--- config.mk ---
export PLATFORM = sky130hd
export DESIGN_NAME = video_timing_gen
export DESIGN_NICKNAME = d
export VERILOG_FILES = /design/src/rtl/video_timing_gen.sv
export SDC_FILE = /design/constraint.sdc
export NUM_CORES = 1
export LEC_CHECK = 0
export ABC_AREA = 1
export BUFFER_PORTS_ARGS = -buffer_cell sky130_fd_sc_hd__buf_2
export CAP_MARGIN = 20
export CORE_ASPECT_RATIO = 1.75
export CORE_MARGIN = 2
export CORE_UTILIZATION = 30
export CTS_BUF_LIST = sky130_fd_sc_hd__clkbuf_8
export CTS_CLUSTER_SIZE = 14
export DETAILED_ROUTE_END_ITERATION = 6
export PLACE_DENSITY = 0.56
export SLEW_MARGIN = 30
export SYNTH_ARGS = -nofsm -noshare
export SYNTH_HDL_FRONTEND = slang
export SYNTH_SLANG_ARGS = --single-unit
export TNS_END_PERCENT = 10
--- constraint.sdc ---
create_clock -name clk100 -period 2.2 [get_ports clk100]
set_clock_uncertainty 0.05 [all_clocks]
set_input_delay 0 -clock clk100 [delete_from_list [all_inputs] [get_ports clk100]]
set_output_delay 0 -clock clk100 [all_outputs]
set_load 0.005 [all_outputs]
--- src/rtl/video_timing_gen.sv ---
// Raster timing generator: pixel-rate divider, Pixel/Line counters and
// registered sync/active/render-request outputs aligned to the counters.
module video_timing_gen #(
    parameter int   H_ACTIVE  = 640,
    parameter int   H_FP      = 16,
    parameter int   H_SYNC    = 96,
    parameter int   H_BP      = 48,
    parameter int   V_ACTIVE  = 480,
    parameter int   V_FP      = 10,
    parameter int   V_SYNC    = 2,
    parameter int   V_BP      = 33,
    parameter int   PIX_DIV   = 4,
    parameter logic HS_POL    = 1'b0,
    parameter logic VS_POL    = 1'b0,
    parameter int   LINE_LEAD = 16,
    parameter int   CW        = 10
) (
    input  logic          clk100,
    input  logic          rst,
    input  logic          en,
    output logic          hsync,
    output logic          vsync,
    output logic [CW-1:0] Pixel,
    output logic [CW-1:0] Line,
    output logic          active,
    output logic          pxTick,
    output logic          nextLine,
    output logic          nextFrame,
    output logic          bank
);
    localparam int H_TOTAL = H_ACTIVE + H_FP + H_SYNC + H_BP;
    localparam int V_TOTAL = V_ACTIVE + V_FP + V_SYNC + V_BP;
    localparam int DW      = (PIX_DIV > 1) ? $clog2(PIX_DIV) : 1;

    localparam logic [DW-1:0] DIV_LAST    = DW'(PIX_DIV - 1);
    localparam logic [CW-1:0] H_LAST      = CW'(H_TOTAL - 1);
    localparam logic [CW-1:0] V_LAST      = CW'(V_TOTAL - 1);
    localparam logic [CW-1:0] H_VIS       = CW'(H_ACTIVE);
    localparam logic [CW-1:0] V_VIS       = CW'(V_ACTIVE);
    localparam logic [CW-1:0] HS_FIRST    = CW'(H_ACTIVE + H_FP);
    localparam logic [CW-1:0] HS_LAST     = CW'(H_ACTIVE + H_FP + H_SYNC - 1);
    localparam logic [CW-1:0] VS_FIRST    = CW'(V_ACTIVE + V_FP);
    localparam logic [CW-1:0] VS_LAST     = CW'(V_ACTIVE + V_FP + V_SYNC - 1);
    localparam logic [CW-1:0] NL_PIX      = CW'(H_TOTAL - 1 - LINE_LEAD);
    localparam bit            MULTI_LINE  = (V_ACTIVE >= 2);
    localparam logic [CW-1:0] NL_LAST_VIS = CW'(MULTI_LINE ? V_ACTIVE - 2 : 0);

    logic [DW-1:0] div;
    logic [CW-1:0] pix_nxt;
    logic [CW-1:0] line_nxt;
    logic          tick;
    logic          hs_nxt;
    logic          vs_nxt;
    logic          act_nxt;
    logic          nl_nxt;
    logic          nf_nxt;
    logic          nl_q;
    logic          nf_q;

    assign tick   = en && !rst && (div == DIV_LAST);
    assign pxTick = tick;

    // Pulse registers hold while frozen; gating keeps them invisible until en returns.
    assign nextLine  = nl_q && en;
    assign nextFrame = nf_q && en;

    always_comb begin
        pix_nxt  = Pixel + CW'(1);
        line_nxt = Line;
        if (Pixel == H_LAST) begin
            pix_nxt  = '0;
            line_nxt = (Line == V_LAST) ? '0 : Line + CW'(1);
        end
        hs_nxt  = (pix_nxt >= HS_FIRST && pix_nxt <= HS_LAST) ? HS_POL : ~HS_POL;
        vs_nxt  = (line_nxt >= VS_FIRST && line_nxt <= VS_LAST) ? VS_POL : ~VS_POL;
        act_nxt = (pix_nxt < H_VIS) && (line_nxt < V_VIS);
        // One request per visible line, issued during the preceding line.
        nl_nxt  = (pix_nxt == NL_PIX) &&
                  ((line_nxt == V_LAST) || (MULTI_LINE && line_nxt <= NL_LAST_VIS));
        nf_nxt  = (pix_nxt == '0) && (line_nxt == V_VIS);
    end

    always_ff @(posedge clk100 or posedge rst) begin
        if (rst) begin
            div <= '0;
        end else if (en) begin
            div <= (div == DIV_LAST) ? '0 : div + DW'(1);
        end
    end

    always_ff @(posedge clk100 or posedge rst) begin
        if (rst) begin
            Pixel  <= '0;
            Line   <= '0;
            hsync  <= ~HS_POL;
            vsync  <= ~VS_POL;
            active <= 1'b0;
            nl_q   <= 1'b0;
            nf_q   <= 1'b0;
            bank   <= 1'b0;
        end else if (en) begin
            nl_q <= 1'b0;
            nf_q <= 1'b0;
            if (tick) begin
                Pixel  <= pix_nxt;
                Line   <= line_nxt;
                hsync  <= hs_nxt;
                vsync  <= vs_nxt;
                active <= act_nxt;
                nl_q   <= nl_nxt;
                nf_q   <= nf_nxt;
                if (nf_nxt) begin
                    bank <= 1'b0;
                end else if (nl_nxt) begin
                    bank <= ~bank;
                end
            end
        end
    end
endmodule

## Word level (Yosys, flattened, before mapping)

Cells that the tools add are included.

- Add/sub/neg operators: 3
- $mul: 0
- Divide/modulo/power cells: 0
- $lt $le $gt $ge: 7
- Equality and inequality tests: 6
- Shift operators: 0
- Mux-type cells: 10
- Bitwise logic cells: 1
- Reductions and logical operators: 15

Operator list:

| operator | number |
|---|---|
| 10-bit equality test, second input constant | 4 |
| 10-bit 2-to-1 mux | 3 |
| 10-bit by 1-bit adder with 10-bit output, second input constant | 2 |
| 10-bit by 9-bit less-or-equal comparator with 1-bit output, second input constant | 2 |
| 10-bit by 9-bit equality test with 1-bit output, second input constant | 1 |
| 10-bit greater-or-equal comparator, second input constant | 1 |
| 10-bit by 9-bit greater-or-equal comparator with 1-bit output, second input constant | 1 |
| 10-bit less-or-equal comparator, second input constant | 1 |
| 10-bit zero test | 1 |
| 10-bit less-than comparator, second input constant | 1 |
| 10-bit by 9-bit less-than comparator with 1-bit output, second input constant | 1 |
| 1-bit logical AND | 9 |
| 1-bit 2-to-1 mux | 6 |
| 3-bit AND reduction | 1 |
| 2-bit by 1-bit adder with 2-bit output, second input constant | 1 |
| 2-bit equality test, second input constant | 1 |
| 2-bit 2-to-1 mux | 1 |
| 2-bit AND reduction | 1 |
| 2-bit nonzero test | 1 |
| 1-bit zero test | 1 |
| 1-bit logical OR | 1 |
| 1-bit NOT | 1 |

- Flip-flop bits (word level): 28
- Latch bits: 0
- Memory bits (writable): 0
- ROM bits: 0
- Output and inout bits: 27
- Word-level logic and storage cells: 51
- Memories kept: 0

## Longest topological paths before layout

Gate-level depths: netlist (run 1).

- Depth in word-level cells: 8
- Gate-level depth with buffers: 18

## Least setup slack after synthesis (run 1)

Ideal clock, no wire load.

- Kind: register -> register
- From: register Pixel[1]
- To: register bank
- Library setup time: 0.118 ns
- Arrival: 1.896 ns
- Required time: 2.032 ns
- Setup slack: 0.137 ns
- Stages on the path, launching flop included: 18
- Path buffers: 1
- Clock period less this slack: 2.063 ns
- Path through: dfrtp_1 ha_1 nand2_2 nor2_4 inv_2 nor2_8 buf_8 nand3_4 nand2_4 nand3_2 nor2_2 nand2_1 nand2_1 nand3_2 nand2_2 nand2_1 nand2_1 nor2_2

- Longest elaborated chain between the ends: 7
- Elaborated cells on any way between the ends: 15

Ends and longest elaborated chain:

| element | RTL line | source |
|---|---|---|
| start, declared | 23 | `output logic [CW-1:0] Pixel,` |
| start signal, assigned | 105 | `Pixel <= pix_nxt;` |
| 10-bit equality test | 70 | `if (Pixel == H_LAST) begin` |
| 10-bit 2-to-1 mux | 70 |  |
| 10-bit by 9-bit less-or-equal comparator with 1-bit output / 10-bit equality test (equally long branches) | 79 | `((line_nxt == V_LAST) \|\| (MULTI_LINE && line_nxt <= NL_LAST_VIS));` |
| 1-bit logical OR | 79 |  |
| 1-bit logical AND | 78 | `nl_nxt = (pix_nxt == NL_PIX) &&` |
| 2-bit nonzero test (no line) | - |  |
| 3-bit AND reduction (no line) | - |  |
| end signal, assigned | 115 | `bank <= ~bank;` |
| end, declared | 29 | `output logic bank` |

Parallel ways exist; a longest one is shown, timed or not.
A chain may end at the register's enable or synchronous reset.

## Worst setup path in the final report (run 1)

- From: register Line[0]
- To: register bank

- Longest elaborated chain between the ends: 8
- Elaborated cells on any way between the ends: 13

Ends and longest elaborated chain:

| element | RTL line | source |
|---|---|---|
| start, declared | 24 | `output logic [CW-1:0] Line,` |
| start signal, assigned | 106 | `Line <= line_nxt;` |
| 10-bit by 1-bit adder with 10-bit output / 10-bit equality test (equally long branches) | 72 | `line_nxt = (Line == V_LAST) ? '0 : Line + CW'(1);` |
| 10-bit 2-to-1 mux | 72 |  |
| 10-bit 2-to-1 mux * | 70 |  |
| 10-bit by 9-bit less-or-equal comparator with 1-bit output / 10-bit equality test (equally long branches) | 79 |  |
| 1-bit logical OR | 79 |  |
| 1-bit logical AND | 78 |  |
| 2-bit nonzero test (no line) | - |  |
| 3-bit AND reduction (no line) | - |  |

Every way passes the cells marked *; elsewhere a longest branch is shown, timed or not.

==> results of run 1 <==
## synth_stat cells, types with 2 or more instances
| library cell | n |
|---|---|
| nor3_1 | 4 |
| nand2_2 | 5 |
| o21ai_1 | 2 |
| nor2_1 | 27 |
| dfstp_2 | 2 |
| xor2_1 | 2 |
| o21ai_0 | 25 |
| nor2_2 | 3 |
| clkbuf_1 | 4 |
| nand4_1 | 7 |
| a21oi_1 | 5 |
| inv_2 | 2 |
| nand3_2 | 4 |
| nand3_1 | 24 |
| nand2_1 | 82 |
| inv_1 | 37 |
| ha_1 | 6 |
| dfrtp_1 | 26 |
## report_power, final
part / switching, W / internal [W] / leakage (nW) / total, W
Combinational: 0.000976 / 0.000744 / 0.956 / 0.00172
Sequential: 0.000224 / 0.000714 / 0.339 / 0.000938
Clock: 0.000164 / 0.000124 / 0.0216 / 0.000287
## repair_timing
action / CTS / global route
hold buffers: 2 / 0
gates resized for setup: 1 / 31
setup buffers: 0 / 6
endpoints found under the setup margin: 1 / 5
pin swaps: 0 / 15
gates cloned: 0 / 1
hold endpoints to repair: 28 / 0
## layer usage
| layer | vias to the layer above | GRT usage, % |
|---|---|---|
| met2 | 32 | 31.0 |
| li1 | 1045 | - |
| met5 | - | 0 |
| met1 | 973 | 17.1 |
| met3 | 8 | 1.42 |
| met4 | 0 | 8.61 |
## critical path, stage by stage (launching register included)
cell     delay (ns)
dfrtp_1        0.43
inv_2          0.08
ha_2           0.17
nand2_1        0.05
nor2_1         0.12
nand3_2        0.15
buf_6          0.16
nand3_2        0.06
nand2_2        0.07
nor4_1         0.33
nand4_1        0.19
nand2_1        0.11
nor2_2         0.03
## sequential cells by signal, summed over array words and instances (netlist names)
name and flops:
nf_q 1, div 2, hsync 1, nl_q 1
vsync 1, Line 10, Pixel 10, bank 1
active 1
## metrics by stage
step / total power, W / setup WS, ns / area [um^2] / hold slack, ns / utilization (%)
6_report: 0.00295 / 0.0977 / 2610 / 0.275 / 40.5
5_1_grt: 0.00321 / -0.0601 / 2610 / 0.329 / 40.5
4_1_cts: 0.00279 / 0.00283 / 2460 / 0.299 / 38.2
3_5_place_dp: 0.00249 / -0.00713 / 2400 / 0.0664 / 37.2
3_3_place_gp: 0.00248 / -0.00793 / 2400 / 0.0612 / 37.2
2_1_floorplan: 0.00177 / 0.137 / 1970 / 0.0139 / -
## worst max path at each step
stage	depth (start not counted)	from	endpoint	slack [ns]
6_report	12	Line[0]$_DFFE_PP0P_	bank$_DFFE_PP0P_	0.1
5_1_grt	16	Pixel[1]$_DFFE_PP0P_	bank$_DFFE_PP0P_	-0.06
4_1_cts	13	Pixel[1]$_DFFE_PP0P_	bank$_DFFE_PP0P_	0.003
3_5_place_dp	15	Line[1]$_DFFE_PP0P_	bank$_DFFE_PP0P_	-0.007
3_3_place_gp	15	Line[1]$_DFFE_PP0P_	bank$_DFFE_PP0P_	-0.008
2_1_floorplan	17	Pixel[1]$_DFFE_PP0P_	bank$_DFFE_PP0P_	0.14
## final cells by class
| cell class | instances | area [um^2] |
|---|---|---|
| tap | 82 | 103 |
| clock buffer | 3 | 41.3 |
| timing repair buffer | 65 | 432 |
| sequential | 28 | 706 |
| fill | 697 | 3830 |
| inverter | 39 | 149 |
| multi-input combinational | 212 | 1180 |
## cell families after synthesis
kind of cell             count (synthesis)  share of synthesized area [%]
adder cells (fa/ha/maj)                  6                           3.81
AND/OR/NAND/NOR                        165                           39.9
flip-flops                              28                           35.7
XOR/XNOR                                 2                          0.890
buffers and inverters                   45                           9.22
AO/OA/AOI/OAI                           38                           10.5
## placed cells by master (no fill, tap or decap), types with 3 or more instances in the layout
cell type / Yosys / layout
clkbuf_8: 0 / 3
nand4_1: 7 / 7
buf_6: 0 / 3
buf_2: 1 / 29
nor2_1: 27 / 21
a21oi_1: 5 / 5
ha_1: 6 / 4
nor2_2: 3 / 8
inv_1: 37 / 34
buf_4: 0 / 31
o21ai_1: 2 / 3
nand3_1: 24 / 21
nor2_4: 1 / 3
nor3_1: 4 / 3
inv_2: 2 / 4
dfrtp_1: 26 / 24
nand3_2: 4 / 7
nand2_2: 5 / 9
o21ai_0: 25 / 23
nand2_1: 82 / 77
==> results_dict.tcl, run 1 <==
set metrics [dict create \
    status "completed" \
    r2r-start "Line[0]$_DFFE_PP0P_" \
    cp.required_ns 2.34 \
    dp_hpwl_um 4390 \
    n_antenna_cell 0 \
    synth_top_area_share_pct 33.1 \
    post-synth-top-area-cell "dfrtp_1" \
    antenna_found_initial 0 \
    synth-edff-count 0 \
    critPathArrivalTime_ns 2.24 \
    rows 39 \
    grt_overflow 0 \
    leakage_nw 1.32 \
    tightest_slew_ns 0.364 \
    htree_levels 1 \
    drc 0 \
    dr_wl_met2_um 3290 \
    startpoint_type "flop" \
    worstSetupPathType "reg2reg" \
    final_antenna_net_count 0 \
    port_buffers 29 \
    yosys.cell_types.count 35 \
    final_nets 358 \
    period_share_pct 95.6 \
    drv_slew 0 \
    synthFlopType "dfrtp_1" \
    start_util_pct 30.6 \
    fin_tns_setup_ns 0 \
    grt_first_pass_wirelength_um 9110 \
    top_layer "met4" \
    wl_um 5760 \
    yosysSeqAreaShare_pct 35.7 \
    r2r-end "bank$_DFFE_PP0P_" \
    die_y_um 111 \
    holdCritPathClass "in2async" \
    tritoncts "yes" \
    yosysWarningCount 0 \
    report.final.setup_viol 0 \
    cts.sinks 28 \
    pwr_density_cell_mw_per_mm2 1130 \
    synthTopCellsByArea "dfrtp_1 33%, nand2_1 16%, inv_1 7.1%, o21ai_0 6.4%, nand3_1 6.1%" \
    first_pass_iters 4 \
    gp_congestion 0.884 \
    dp.cells 417 \
    grt_use_total_pct 16.4 \
    syn_area_per_cell_um2 6.93 \
    clock-root-buffer "clkbuf_8" \
    numCtsBuffers 3 \
    die_area_mm2 0.00725 \
    vias_per_cell 4.80 \
    synth_area_mm2 0.00197 \
    peakVddDrop_mv 0.497 \
    final_cells 429 \
    clk_path_buf_depth 2 \
    drt_iter0_markers 108 \
    grt_max_degree 29 \
    synth-async-reset-ratio_pct 100 \
    period_minus_slack_ns 2.10 \
    syn-instance-count 284 \
    max_slew_margin_pct 75.7 \
    core_mm2 0.00644 \
    synth_seq_cells 28 \
    maxCapViolations 0 \
    vias 2058 \
    path_clk_slew_ns 0.09 \
    area_delta_synth_final_pct 32.4 \
    r2r_slack_ns 0.1 \
    syn_nets 293 \
    io-pin-count 30 \
    die-width_um 65.2 \
    rsz0062_at_grt "yes" \
    met1Wirelength_um 2180 \
    dr_wl_met3_um 132 \
    finalHoldViolCount 0 \
    critical_path.max_fanout 6 \
    drive_gt1_share_pct 32.9 \
    fmax_ghz 0.476 \
    wl_per_cell_um 13.4 \
    insertion_delay_ns 0.29 \
    reg2reg_depth 12 \
    first_global_vias 1979 \
    end_kind "flop" \
]
(Power assumes the default switching activity.)
==> inputs of run 2 (changes only) <==
--- a/config.mk
+++ b/config.mk
@@ -10,11 +10,11 @@
 export CAP_MARGIN = 20
 export CORE_ASPECT_RATIO = 1.75
 export CORE_MARGIN = 2
-export CORE_UTILIZATION = 30
+export CORE_UTILIZATION = 55
 export CTS_BUF_LIST = sky130_fd_sc_hd__clkbuf_8
 export CTS_CLUSTER_SIZE = 14
 export DETAILED_ROUTE_END_ITERATION = 6
-export PLACE_DENSITY = 0.56
+export PLACE_DENSITY = 0.86
 export SLEW_MARGIN = 30
 export SYNTH_ARGS = -nofsm -noshare
 export SYNTH_HDL_FRONTEND = slang
==> run 2 against run 1 <==
Net effect:
- the flow now finishes with violations (negative setup slack)
- sequential share of layout area is 0.55 points higher
- total power is 1.9% lower
- register-to-register slack worse by 0.25 ns
- via count is 8.2% higher
- critical path type unchanged
==> results_dict.tcl, run 2 (synthesis results as in run 1) <==
set metrics [dict create \
    die_area_mm2 0.00409 \
    port_buffers 29 \
    holdCritPathClass "in2async" \
    antenna_found_initial 0 \
    report.final.setup_viol 3 \
    period_share_pct 107 \
    worstSetupEndpoint "bank$_DFFE_PP0P_" \
    path_clk_slew_ns 0.10 \
    tightest_slew_ns 0.387 \
    max_slew_margin_pct 74.2 \
    p_seq_share_pct 32.8 \
    cp.depth 17 \
    timing.hold.ws_ns 0.297 \
    insertion_delay_ns 0.29 \
    area_delta_synth_final_pct 29.6 \
    fmax_ghz 0.424 \
    violations "negative setup slack" \
    drc 0 \
    final_common_cell "nand2_1" \
    htree_levels 1 \
    final_antenna_net_count 0 \
    grt_overflow 0 \
    first_pass_iters 5 \
    rows 28 \
    fin_tns_setup_ns -0.328 \
    grt_first_pass_wirelength_um 8580 \
    place_ws_ns -0.0400 \
    swShare_pct 47.7 \
    vias_per_cell 5.71 \
    critPathLaunch "Pixel[1]$_DFFE_PP0P_" \
    first_global_vias 2004 \
    p_int_w 0.00151 \
    grt_use_total_pct 26.6 \
    cp.required_ns 2.34 \
    die_y_um 83.1 \
    startpoint_type "flop" \
    setup_ws_ns -0.156 \
    wl_um 5840 \
    critPathArrivalTime_ns 2.49 \
    r2r-start "Pixel[1]$_DFFE_PP0P_" \
    peakVddDrop_mv 0.903 \
    rsz0062_at_grt "yes" \
    p_clk_share_pct 11.6 \
    numCtsBuffers 3 \
    fill_cells 260 \
    clk_path_buf_depth 2 \
    final_nets 355 \
    r2r-end "bank$_DFFE_PP0P_" \
    tritoncts "yes" \
    p_sw_w 0.00138 \
    drv_slew 0 \
    worstSetupPathType "reg2reg" \
    cpMostUsedCell "nand2_1" \
    io-pin-count 30 \
    grt_max_degree 29 \
    wl_per_cell_um 15.0 \
    dp_hpwl_um 3810 \
    finalHoldViolCount 0 \
    status "complete, but fails checks" \
    dp.cells 370 \
    crit_family "simple AND/OR/NAND/NOR gates" \
    core_mm2 0.00340 \
    cts.sinks 28 \
    path_buf_inv 2 \
    reg2reg_depth 17 \
    vias 2226 \
    max_stage_delay_ns 0.41 \
    maxCapViolations 0 \
    gp_congestion 0.892 \
    p_total_w 0.00289 \
    end_kind "flop" \
    drt_iter0_markers 143 \
    die-width_um 49.2 \
    crit_chain "ha_4, nand2_4, nor2_4, inv_4, nor2_8, buf_4, nand3_1, o21ai_2, nand2_1, nor2_2, nand2_1, nand2_1, nand3_2, nand2_2, nand2_1, nand2_1, nor2_2" \
    leakage_nw 1.32 \
    final_cells 390 \
    period_minus_slack_ns 2.36 \
    pwr_density_cell_mw_per_mm2 1130 \
    combPwrFrac_pct 55.6 \
    drive_gt1_share_pct 31.0 \
    critical_path.max_fanout 6 \
    final_cell_mix "79 x nand2_1, 36 x inv_1, 29 x buf_2, 29 x buf_4" \
    reg_top3 "Line x10, Pixel x10, div x2" \
    slowest_stage "dfrtp_1" \
    clock-root-buffer "clkbuf_8" \
    r2r_slack_ns -0.16 \
    n_antenna_cell 0 \
    start_util_pct 57.9 \
]
-- run 2: cell types whose count changed in the layout (fill, tap and decap cells not counted), sizes merged --
cell    before  now
nor2        33   32
clkbuf       3    4
buf         63   61
-- run 2: worst min-delay path by stage --
| stage | endpoint | depth (start not counted) |
|---|---|---|
| after floorplan | Line[0]$_DFFE_PP0P_ | 1 |
| after global placement | Pixel[9]$_DFFE_PP0P_ | 3 |
| after detailed placement | nl_q$_DFFE_PP0P_ | 3 |
| after CTS | Pixel[9]$_DFFE_PP0P_ | 4 |
| after global routing | Pixel[9]$_DFFE_PP0P_ | 4 |
| final | nl_q$_DFFE_PP0P_ | 4 |
-- run 2: layer usage --
metal  part of all wire [%]  vias up  global-route usage, %
li1                       -     1036                      -
met1                     35     1042                   28.4
met2                     54      114                   49.3
met3                    5.3       34                   2.16
met4                    5.1        0                   15.1
met5                      0        -                      0
-- run 2: final cells by class --
type / instances / area [um^2] / share of cell area, %
timing repair buffer: 63 / 417 / 16.3
multi-input combinational: 211 / 1170 / 45.8
clock buffer: 4 / 55.1 / 2.16
tap: 45 / 56.3 / 2.21
sequential: 28 / 704 / 27.6
inverter: 39 / 149 / 5.84
-- run 2: timing repair --
item | in CTS | in global routing
hold endpoints to repair | 28 | 0
buffers inserted | 3 | 11
hold buffers | 2 | 0
pin swaps | 3 | 17
resized for setup | 3 | 22
setup endpoints to repair | 1 | 5
-- run 2: worst register-to-register path, delay by kind of cell, from the launching register on --
family,cells,cell delay [ns]
DFF,1,0.41
and+or+nand+nor,13,1.27
adders and majority gates,1,0.16
AOI/OAI and AO/OA,1,0.14
buffers and inverters,2,0.23
-- run 2: per-stage QoR --
step           utilization, %  cell area (um^2)
2_1_floorplan               -              1970
3_3_place_gp             66.9              2270
3_5_place_dp             66.9              2270
4_1_cts                  70.2              2390
5_1_grt                  75.0              2550
6_report                 75.0              2550
-- run 2: power groups by stage --
stage / combinational [W] / clock [W] / sequential, W
detailed placement: 0.00142 / 0 / 0.000931
global placement: 0.00138 / 0 / 0.000920
global route: 0.00178 / 0.000350 / 0.000972
floorplan: 0.000816 / 0 / 0.000953
CTS: 0.00145 / 0.000338 / 0.000926
finish: 0.00161 / 0.000335 / 0.000948
